**config.mk**
```make
export PLATFORM = sky130hd
export DESIGN_NAME = ps2_cmd_scheduler
export DESIGN_NICKNAME = d
export VERILOG_FILES = /design/src/rtl/ps2_cmd_scheduler.sv
export SDC_FILE = /design/constraint.sdc
export NUM_CORES = 1
export LEC_CHECK = 0
export ABC_CLOCK_PERIOD_IN_PS = 2920
export CORE_ASPECT_RATIO = 0.7
export CORE_UTILIZATION = 52
export CTS_CLUSTER_SIZE = 8
export DETAILED_ROUTE_END_ITERATION = 6
export PLACE_DENSITY = 0.89
export SETUP_SLACK_MARGIN = 0.3
export SYNTH_ARGS = -nofsm -noshare
export SYNTH_HDL_FRONTEND = slang
export SYNTH_SLANG_ARGS = --single-unit
```
**constraint.sdc**
```tcl
create_clock -name clk -period 2.92 [get_ports clk]
set_input_delay 0.584 -clock clk [delete_from_list [all_inputs] [get_ports clk]]
set_output_delay 0.584 -clock clk [all_outputs]
set_load 0.03 [all_outputs]
```
**src/rtl/ps2_cmd_scheduler.sv**
```systemverilog
// Shares one PS/2 transmitter between two command requesters and sequences ACK/RESEND/timeout.
// Optional macro PS2_SCHED_RR_EN: round-robin tie break instead of fixed req0 priority.
module ps2_cmd_scheduler #(
  parameter int CLKFREQ        = 50_000_000,
  parameter int ACK_TIMEOUT_MS = 20,
  parameter int MAX_RETRY      = 3
) (
  input  logic       clk,
  input  logic       rst_n,
  input  logic       req0,
  input  logic       req1,
  input  logic [7:0] data0,
  input  logic [7:0] data1,
  output logic       acc0,
  output logic       acc1,
  output logic       done0,
  output logic       done1,
  output logic       err0,
  output logic       err1,
  output logic       tx_start,
  output logic [7:0] tx_data,
  input  logic       tx_busy,
  input  logic       rx_valid,
  input  logic [7:0] rx_data,
  output logic       fwd_valid,
  output logic [7:0] fwd_data,
  output logic       busy
);

  localparam int TO_CYC = (CLKFREQ / 1000) * ACK_TIMEOUT_MS;
  localparam int TW     = (TO_CYC < 1) ? 1 : $clog2(TO_CYC + 1);
  localparam int RW     = (MAX_RETRY < 1) ? 1 : $clog2(MAX_RETRY + 1);
  localparam logic [TW-1:0] TO_LOAD   = TW'(TO_CYC);
  localparam logic [RW-1:0] RETRY_MAX = RW'(MAX_RETRY);
  localparam logic [7:0] RSP_ACK    = 8'hFA;
  localparam logic [7:0] RSP_RESEND = 8'hFE;
  localparam logic [7:0] RSP_ERROR  = 8'hFC;

  typedef enum logic [2:0] {IDLE, SEND, WAIT_TX, WAIT_RSP, FINISH} state_t;

  state_t        state_reg, state_next;
  logic [7:0]    cmd_reg, cmd_next;
  logic          owner_reg, owner_next;
  logic [RW-1:0] retry_reg, retry_next;
  logic [TW-1:0] timer_reg, timer_next;
  logic          first_reg, first_next;
  logic          acc0_reg, acc0_next, acc1_reg, acc1_next;
  logic          done0_reg, done0_next, done1_reg, done1_next;
  logic          err0_reg, err0_next, err1_reg, err1_next;
  logic          tx_start_reg, tx_start_next;
  logic [7:0]    tx_data_reg, tx_data_next;
  logic          fwd_valid_reg, fwd_valid_next;
  logic [7:0]    fwd_data_reg, fwd_data_next;

  logic          grant0, grant1;
  logic          finish, fail;
  logic          expired;
  logic [TW-1:0] timer_dec;

`ifdef PS2_SCHED_RR_EN
  logic last_reg, last_next;  // 1: req1 holds the most recent grant
  assign grant1    = req1 && (!req0 || !last_reg);
  assign last_next = (state_reg == IDLE && (grant0 || grant1)) ? grant1 : last_reg;
  always_ff @(posedge clk or negedge rst_n) begin
    if (!rst_n) last_reg <= 1'b1;
    else        last_reg <= last_next;
  end
`else
  assign grant1 = req1 && !req0;
`endif
  assign grant0 = req0 && !grant1;

  // The timer expires on the cycle it would step from 1 to 0; it never wraps.
  assign expired   = (timer_reg <= TW'(1));
  assign timer_dec = (timer_reg != '0) ? timer_reg - TW'(1) : '0;

  always_ff @(posedge clk or negedge rst_n) begin
    if (!rst_n) begin
      state_reg     <= IDLE;
      cmd_reg       <= '0;
      owner_reg     <= 1'b0;
      retry_reg     <= '0;
      timer_reg     <= '0;
      first_reg     <= 1'b0;
      acc0_reg      <= 1'b0;
      acc1_reg      <= 1'b0;
      done0_reg     <= 1'b0;
      done1_reg     <= 1'b0;
      err0_reg      <= 1'b0;
      err1_reg      <= 1'b0;
      tx_start_reg  <= 1'b0;
      tx_data_reg   <= '0;
      fwd_valid_reg <= 1'b0;
      fwd_data_reg  <= '0;
    end else begin
      state_reg     <= state_next;
      cmd_reg       <= cmd_next;
      owner_reg     <= owner_next;
      retry_reg     <= retry_next;
      timer_reg     <= timer_next;
      first_reg     <= first_next;
      acc0_reg      <= acc0_next;
      acc1_reg      <= acc1_next;
      done0_reg     <= done0_next;
      done1_reg     <= done1_next;
      err0_reg      <= err0_next;
      err1_reg      <= err1_next;
      tx_start_reg  <= tx_start_next;
      tx_data_reg   <= tx_data_next;
      fwd_valid_reg <= fwd_valid_next;
      fwd_data_reg  <= fwd_data_next;
    end
  end

  always_comb begin
    state_next     = state_reg;
    cmd_next       = cmd_reg;
    owner_next     = owner_reg;
    retry_next     = retry_reg;
    timer_next     = timer_reg;
    first_next     = first_reg;
    acc0_next      = 1'b0;
    acc1_next      = 1'b0;
    done0_next     = 1'b0;
    done1_next     = 1'b0;
    err0_next      = 1'b0;
    err1_next      = 1'b0;
    tx_start_next  = 1'b0;
    tx_data_next   = tx_data_reg;
    fwd_valid_next = rx_valid;
    fwd_data_next  = rx_valid ? rx_data : fwd_data_reg;
    finish         = 1'b0;
    fail           = 1'b0;

    case (state_reg)
      IDLE: begin
        if (grant0 || grant1) begin
          acc0_next  = grant0;
          acc1_next  = grant1;
          cmd_next   = grant0 ? data0 : data1;
          owner_next = grant1;
          retry_next = '0;
          state_next = SEND;
        end
      end
      SEND: begin
        tx_start_next = 1'b1;
        tx_data_next  = cmd_reg;
        timer_next    = TO_LOAD;
        first_next    = 1'b1;
        state_next    = WAIT_TX;
      end
      WAIT_TX: begin
        // tx_busy may still be low on the first cycle after tx_start.
        first_next = 1'b0;
        if (!first_reg && !tx_busy) begin
          timer_next = TO_LOAD;
          state_next = WAIT_RSP;
        end else if (expired) begin
          finish = 1'b1;
          fail   = 1'b1;
        end else begin
          timer_next = timer_dec;
        end
      end
      WAIT_RSP: begin
        timer_next = timer_dec;
        if (rx_valid && rx_data == RSP_ACK) begin
          fwd_valid_next = 1'b0;
          finish         = 1'b1;
        end else if (rx_valid && rx_data == RSP_RESEND) begin
          fwd_valid_next = 1'b0;
          if (retry_reg < RETRY_MAX) begin
            retry_next = retry_reg + RW'(1);
            state_next = SEND;
          end else begin
            finish = 1'b1;
            fail   = 1'b1;
          end
        end else if (rx_valid && rx_data == RSP_ERROR) begin
          fwd_valid_next = 1'b0;
          finish         = 1'b1;
          fail           = 1'b1;
        end else if (expired && !rx_valid) begin
          finish = 1'b1;
          fail   = 1'b1;
        end
      end
      FINISH: state_next = IDLE;
      default: state_next = IDLE;
    endcase

    // Result strobes are registered so they appear during the FINISH cycle.
    if (finish) begin
      state_next = FINISH;
      done0_next = !owner_reg;
      done1_next = owner_reg;
      err0_next  = fail && !owner_reg;
      err1_next  = fail && owner_reg;
    end
  end

  assign acc0      = acc0_reg;
  assign acc1      = acc1_reg;
  assign done0     = done0_reg;
  assign done1     = done1_reg;
  assign err0      = err0_reg;
  assign err1      = err1_reg;
  assign tx_start  = tx_start_reg;
  assign tx_data   = tx_data_reg;
  assign fwd_valid = fwd_valid_reg;
  assign fwd_data  = fwd_data_reg;
  assign busy      = (state_reg != IDLE);

endmodule
```
Word-level counts from Yosys, hierarchy flattened
Cells that the tools add are included.
Operators by class
  equality and inequality tests: 16
  mux-type cells: 41
  $lt $le $gt $ge: 2
  reduce and logical (&&, ||, !) cells: 26
  add/subtract/negate cells: 2
Operators by type and width (count)
  $mux W20: 3
  $pmux W20 S3: 1
  $eq A8 B8 Y1 const B: 3
  $mux W1: 21
  $le A20 B1 Y1 const B: 1
  $reduce_bool A20 Y1: 1
  $sub A20 B1 Y20 const B: 1
  $mux W3: 6
  $ne A3 B3 Y1 const B: 6
  $pmux W3 S4: 1
  $reduce_and A5 Y1: 2
  $logic_and A1 B1 Y1: 9
  $mux W2: 4
  $mux W8: 1
  $ne A2 B2 Y1 const B: 4
  $eq A3 B2 Y1 const B: 2
  $logic_not A1 Y1: 6
  $pmux W1 S2: 3
  $reduce_bool A3 Y1: 2
  $pmux W2 S2: 1
  $reduce_and A2 Y1: 2
  $reduce_bool A2 Y1: 2
  $eq A3 B1 Y1 const B: 1
  $logic_not A3 Y1: 1
  3 further kinds: 3
Word-level totals
  logic and storage cells: 103
  bits of input ports: 30
  output and inout bits: 25
  flip-flop bits (word level): 59

Depth between registers and ports, before layout
  depth in word-level cells: 9
  gate-level depth with buffers: 8
  depth with buffers taken out: 7

Least setup slack after synthesis
Ideal clock, no wire load.
  path type: register to register
  start point: register timer_reg[8]
  end point: register timer_reg[15]
  buffers on the path: 1
  arrival time: 2.013 ns
  required time: 2.792 ns
  stages on the path, launching flop included: 7
  period minus slack after synthesis: 2.141 ns
  library setup time: 0.128 ns
  path slack: 0.779 ns
  path through: dfrtp_1 > buf_6 > or4_4 > or4_4 > o31a_1 > a22oi_2 > o41ai_1
Between the ends
  longest elaborated chain between the ends: 5
  elaborated cells on any way between the ends: 9
  classes of those cells: 1 x add/sub; 1 x order compare; 1 x eq/ne; 4 x mux; 2 x reduce/logical
Ends and longest elaborated chain
  from (decl): RTL line 45  | logic [TW-1:0] timer_reg, timer_next;
  from (signal assigned): RTL line 100  | timer_reg <= timer_next;
  $sub A20 B1 Y20 / $reduce_bool A20 Y1 (equally long branches): RTL line 75  | assign timer_dec = (timer_reg != '0) ? timer_reg - TW'(1) : '0;
  $mux W20: RTL line 75
  $mux W20: RTL line 159  | end else if (expired) begin
  $mux W20: RTL line 156  | if (!first_reg && !tx_busy) begin
  $pmux W20 S3: RTL line 135  | case (state_reg)
Several ways; a longest one is shown, not always the timed one. The select of a mux whose other input is x is not followed.
A chain may end at the register's enable or synchronous reset.

Worst setup path after layout
  start point: register state_reg[2]
  end point: output busy
Between the ends
  longest elaborated chain between the ends: 1
Ends and longest elaborated chain
  from (decl): RTL line 41  | state_t state_reg, state_next;
  from (signal assigned): RTL line 96  | state_reg <= state_next;
  $reduce_bool A3 Y1: RTL line 213  | assign busy = (state_reg != IDLE);
  to (decl): RTL line 27  | output logic busy
Every way passes these cells.

==> results.toml <==
[drt]
vias = 2518
route.met2.wl_microns = 3270
met3_length_microns = 563
routedWlPerCell_microns = 16.9
wl_met1_microns = 3150
top_layer_used = "met4"
postRouteWirelength_microns = 7070
drtIter0Drc = 217
vias_per_cell = 6.01
firstDrtPassIters = 4
ant_nets = 0
drc = 0

[timing]
tns_ps = 0
tightest_slew_ps = 745
hold_viol = 0
post-route-period-util_pct = 82.2
setup_viol = 0
relSlewSlack_pct = 50.2
rsz0062_at_grt = "no"
slew_viol_final = 0
fin_crit_ps = 2400
max_freq_mhz = 416
fin_skew_ps = 12.6

[grt]
antenna_found_initial = 0
grt_pass1_vias = 2422
grt_max_degree = 25
grt_pass1_wl_microns = 11800
track_usage_pct = 26.6
gr-total-overflow = 0

[floorplan]
row_count = 22
start_util_pct = 54.7
ioPinCount = 55
die_x_microns = 91.3
core-area_sq_um = 5310
die_y_microns = 64.5
die-area_sq_um = 5890

[cts]
cts_tree = "done"
cts.hold.buffers_added = 0
h-tree-depth = 3
cts.sinks = 59
clockRootBuffer = "clkbuf_8"
clk_pin_slew_ps = 80
cts.path.max_buffers = 2
cts_made_buffers = 9
clock_latency_ps = 350

[logic_synthesis]
ys_ff_latch = 59
synth_nets = 315
syn_inst = 281
async_flop_share_pct = 100
yosysTopAreaCellShare_pct = 50.8
yosys-top-cells-area = "dfrtp_1 51%, mux2_2 5.8%, o21ai_0 4.7%"
synth_area_per_cell_sq_um = 10.3
synth.most_common_cell = "dfrtp_1"
synth_edf_count = 0
synth_largest_area_cell = "dfrtp_1"
syn_area_sq_um = 2900
yosysUniqueCellTypes = 49
synth-main-ff-cell = "dfrtp_1"
ys_seq_area_share_pct = 50.8
synth_commonest_cells = "59 x dfrtp_1, 27 x o21ai_0, 22 x nand2_1"
ys_warn_count = 0

[setup_path]
cp.arrival_ps = 1820
cp-endpoint = "busy"
path_max_fanout = 10
crit_path_start_kind = "flip-flop"
cp_slowest_cell = "clkdlybuf4s50_1"
cp-startpoint = "state_reg[2]"
path_buf_inv = 2
path_cells = "nor3_2 -> inv_1 -> clkdlybuf4s50_1"
r2r-end = "timer_reg[15]"
r2r_cells = 7
worstPathRequired_ps = 2340
path_delay_family = "buffers and inverters"
worst-path-stages = 3
cpPeakStageDelay_ps = 600
critPathCaptureType = "primary output"
criticalPathCategory = "flip-flop to primary output"
reg2reg_slack_ps = 550
worstReg2RegStart = "timer_reg[0]"

[finish]
largest_register_ff_count = 20
num_antenna_cells = 0
nets = 376
area_growth_pct = 29.3
fillCellCount = 390
stdcell_count = 419
finish.utilization_pct = 70.7
fin_area_sq_um = 3760
multi_input_area_sq_um = 1320
ff_latch_area_sq_um = 1480
drive_gt1_share_pct = 14.7

[pwr]
ir_drop_mv = 0.433
powerDensity_nw_per_um2 = 623
p_leak_nw = 1.60
power.total_mw = 2.34

[placed_design]
io_buffers = 54
place_congestion = 0.895
hpwl_microns = 5280
place_area_sq_um = 3530
numPlacedInstances = 403

[flow_run]
maxCapViolCount = 0

[run_status]
status = "finished, final reports clean"

[hold_path]
min_path_type = "input pin to async pin"
==> power breakdown <==
group	switching [mW]	leakage, nW	internal (mW)	total [mW]
clock network	0.337	0.101	0.476	0.813
logic	0.234	0.757	0.230	0.464
registers	0.139	0.740	0.922	1.06
total	0.711	1.60	1.63	2.34
==> cell type report <==
| cell class | count | share of cell area (%) |
|---|---|---|
| Clock buffer | 9 | 3.30 |
| Clock inverter | 7 | 2.47 |
| Inverter | 11 | 1.10 |
| Multi-Input combinational cell | 197 | 35.2 |
| Sequential cell | 59 | 39.3 |
| Tap cell | 72 | 2.40 |
| Timing Repair Buffer | 64 | 16.3 |
==> how the worst min path moves through the flow <==
| stage | depth (start not counted) | slack (ps) | from | to |
|---|---|---|---|---|
| after floorplan | 0 | 290 | rst_n | acc0 |
| after global placement | 1 | 460 | owner_reg | done0 |
| after detailed placement | 2 | 470 | cmd_reg[1] | cmd_reg[1] |
| after CTS | 1 | 210 | rst_n | tx_data[6] |
| after global routing | 1 | 240 | rst_n | tx_data[6] |
| final | 1 | 210 | rst_n | timer_reg[0] |
==> worst register-to-register path: cells and delay by family, from the launching register on <==
kind	cells	cell delay, ps
AND/OR/NAND/NOR	2	490
buffers and inverters	1	90
AO/OA/AOI/OAI	3	960
adder cells (fa/ha/maj)	1	270
flip-flops	1	450
==> what timing repair did <==
item	4_1_cts	5_1_grt
endpoints found under the setup margin	0	1
resized for setup	0	1
setup buffers	0	0
==> placed cells by master (no fill, tap or decap), drive strengths merged, types with 4 or more instances in the layout <==
master         count
a21oi              7
clkdlybuf4s50     53
ha                 4
nor4               5
a22o               8
nor3              17
mux2              15
nor2              16
a31oi              4
clkbuf             9
or4                6
o31ai              4
buf               11
mux2i              9
inv               11
nand2             22
o2bb2ai            4
o21ai             29
dfrtp             59
or3                5
==> through the flow <==
stage,worst slack [ps],hold WS [ps]
2_1_floorplan,779,288
3_3_place_gp,388,456
5_1_grt,393,239
3_5_place_dp,313,465
6_report,519,215
4_1_cts,438,215
==> cell families after synthesis <==
| group | count (synthesis) | synth area share (%) |
|---|---|---|
| compound gates | 77 | 17.6 |
| fa+ha+maj | 4 | 1.72 |
| buf+inv | 25 | 3.83 |
| flops | 59 | 50.8 |
| mux | 24 | 8.92 |
| simple gates | 92 | 17.1 |
==> metal layers <==
layer / track usage (%) / vias up
met5: 0 / -
met4: 8.13 / 0
met3: 10.2 / 10
met2: 40.1 / 121
met1: 35.8 / 1221
li1: - / 1166
Note: power is estimated with default switching activity, not from simulation.
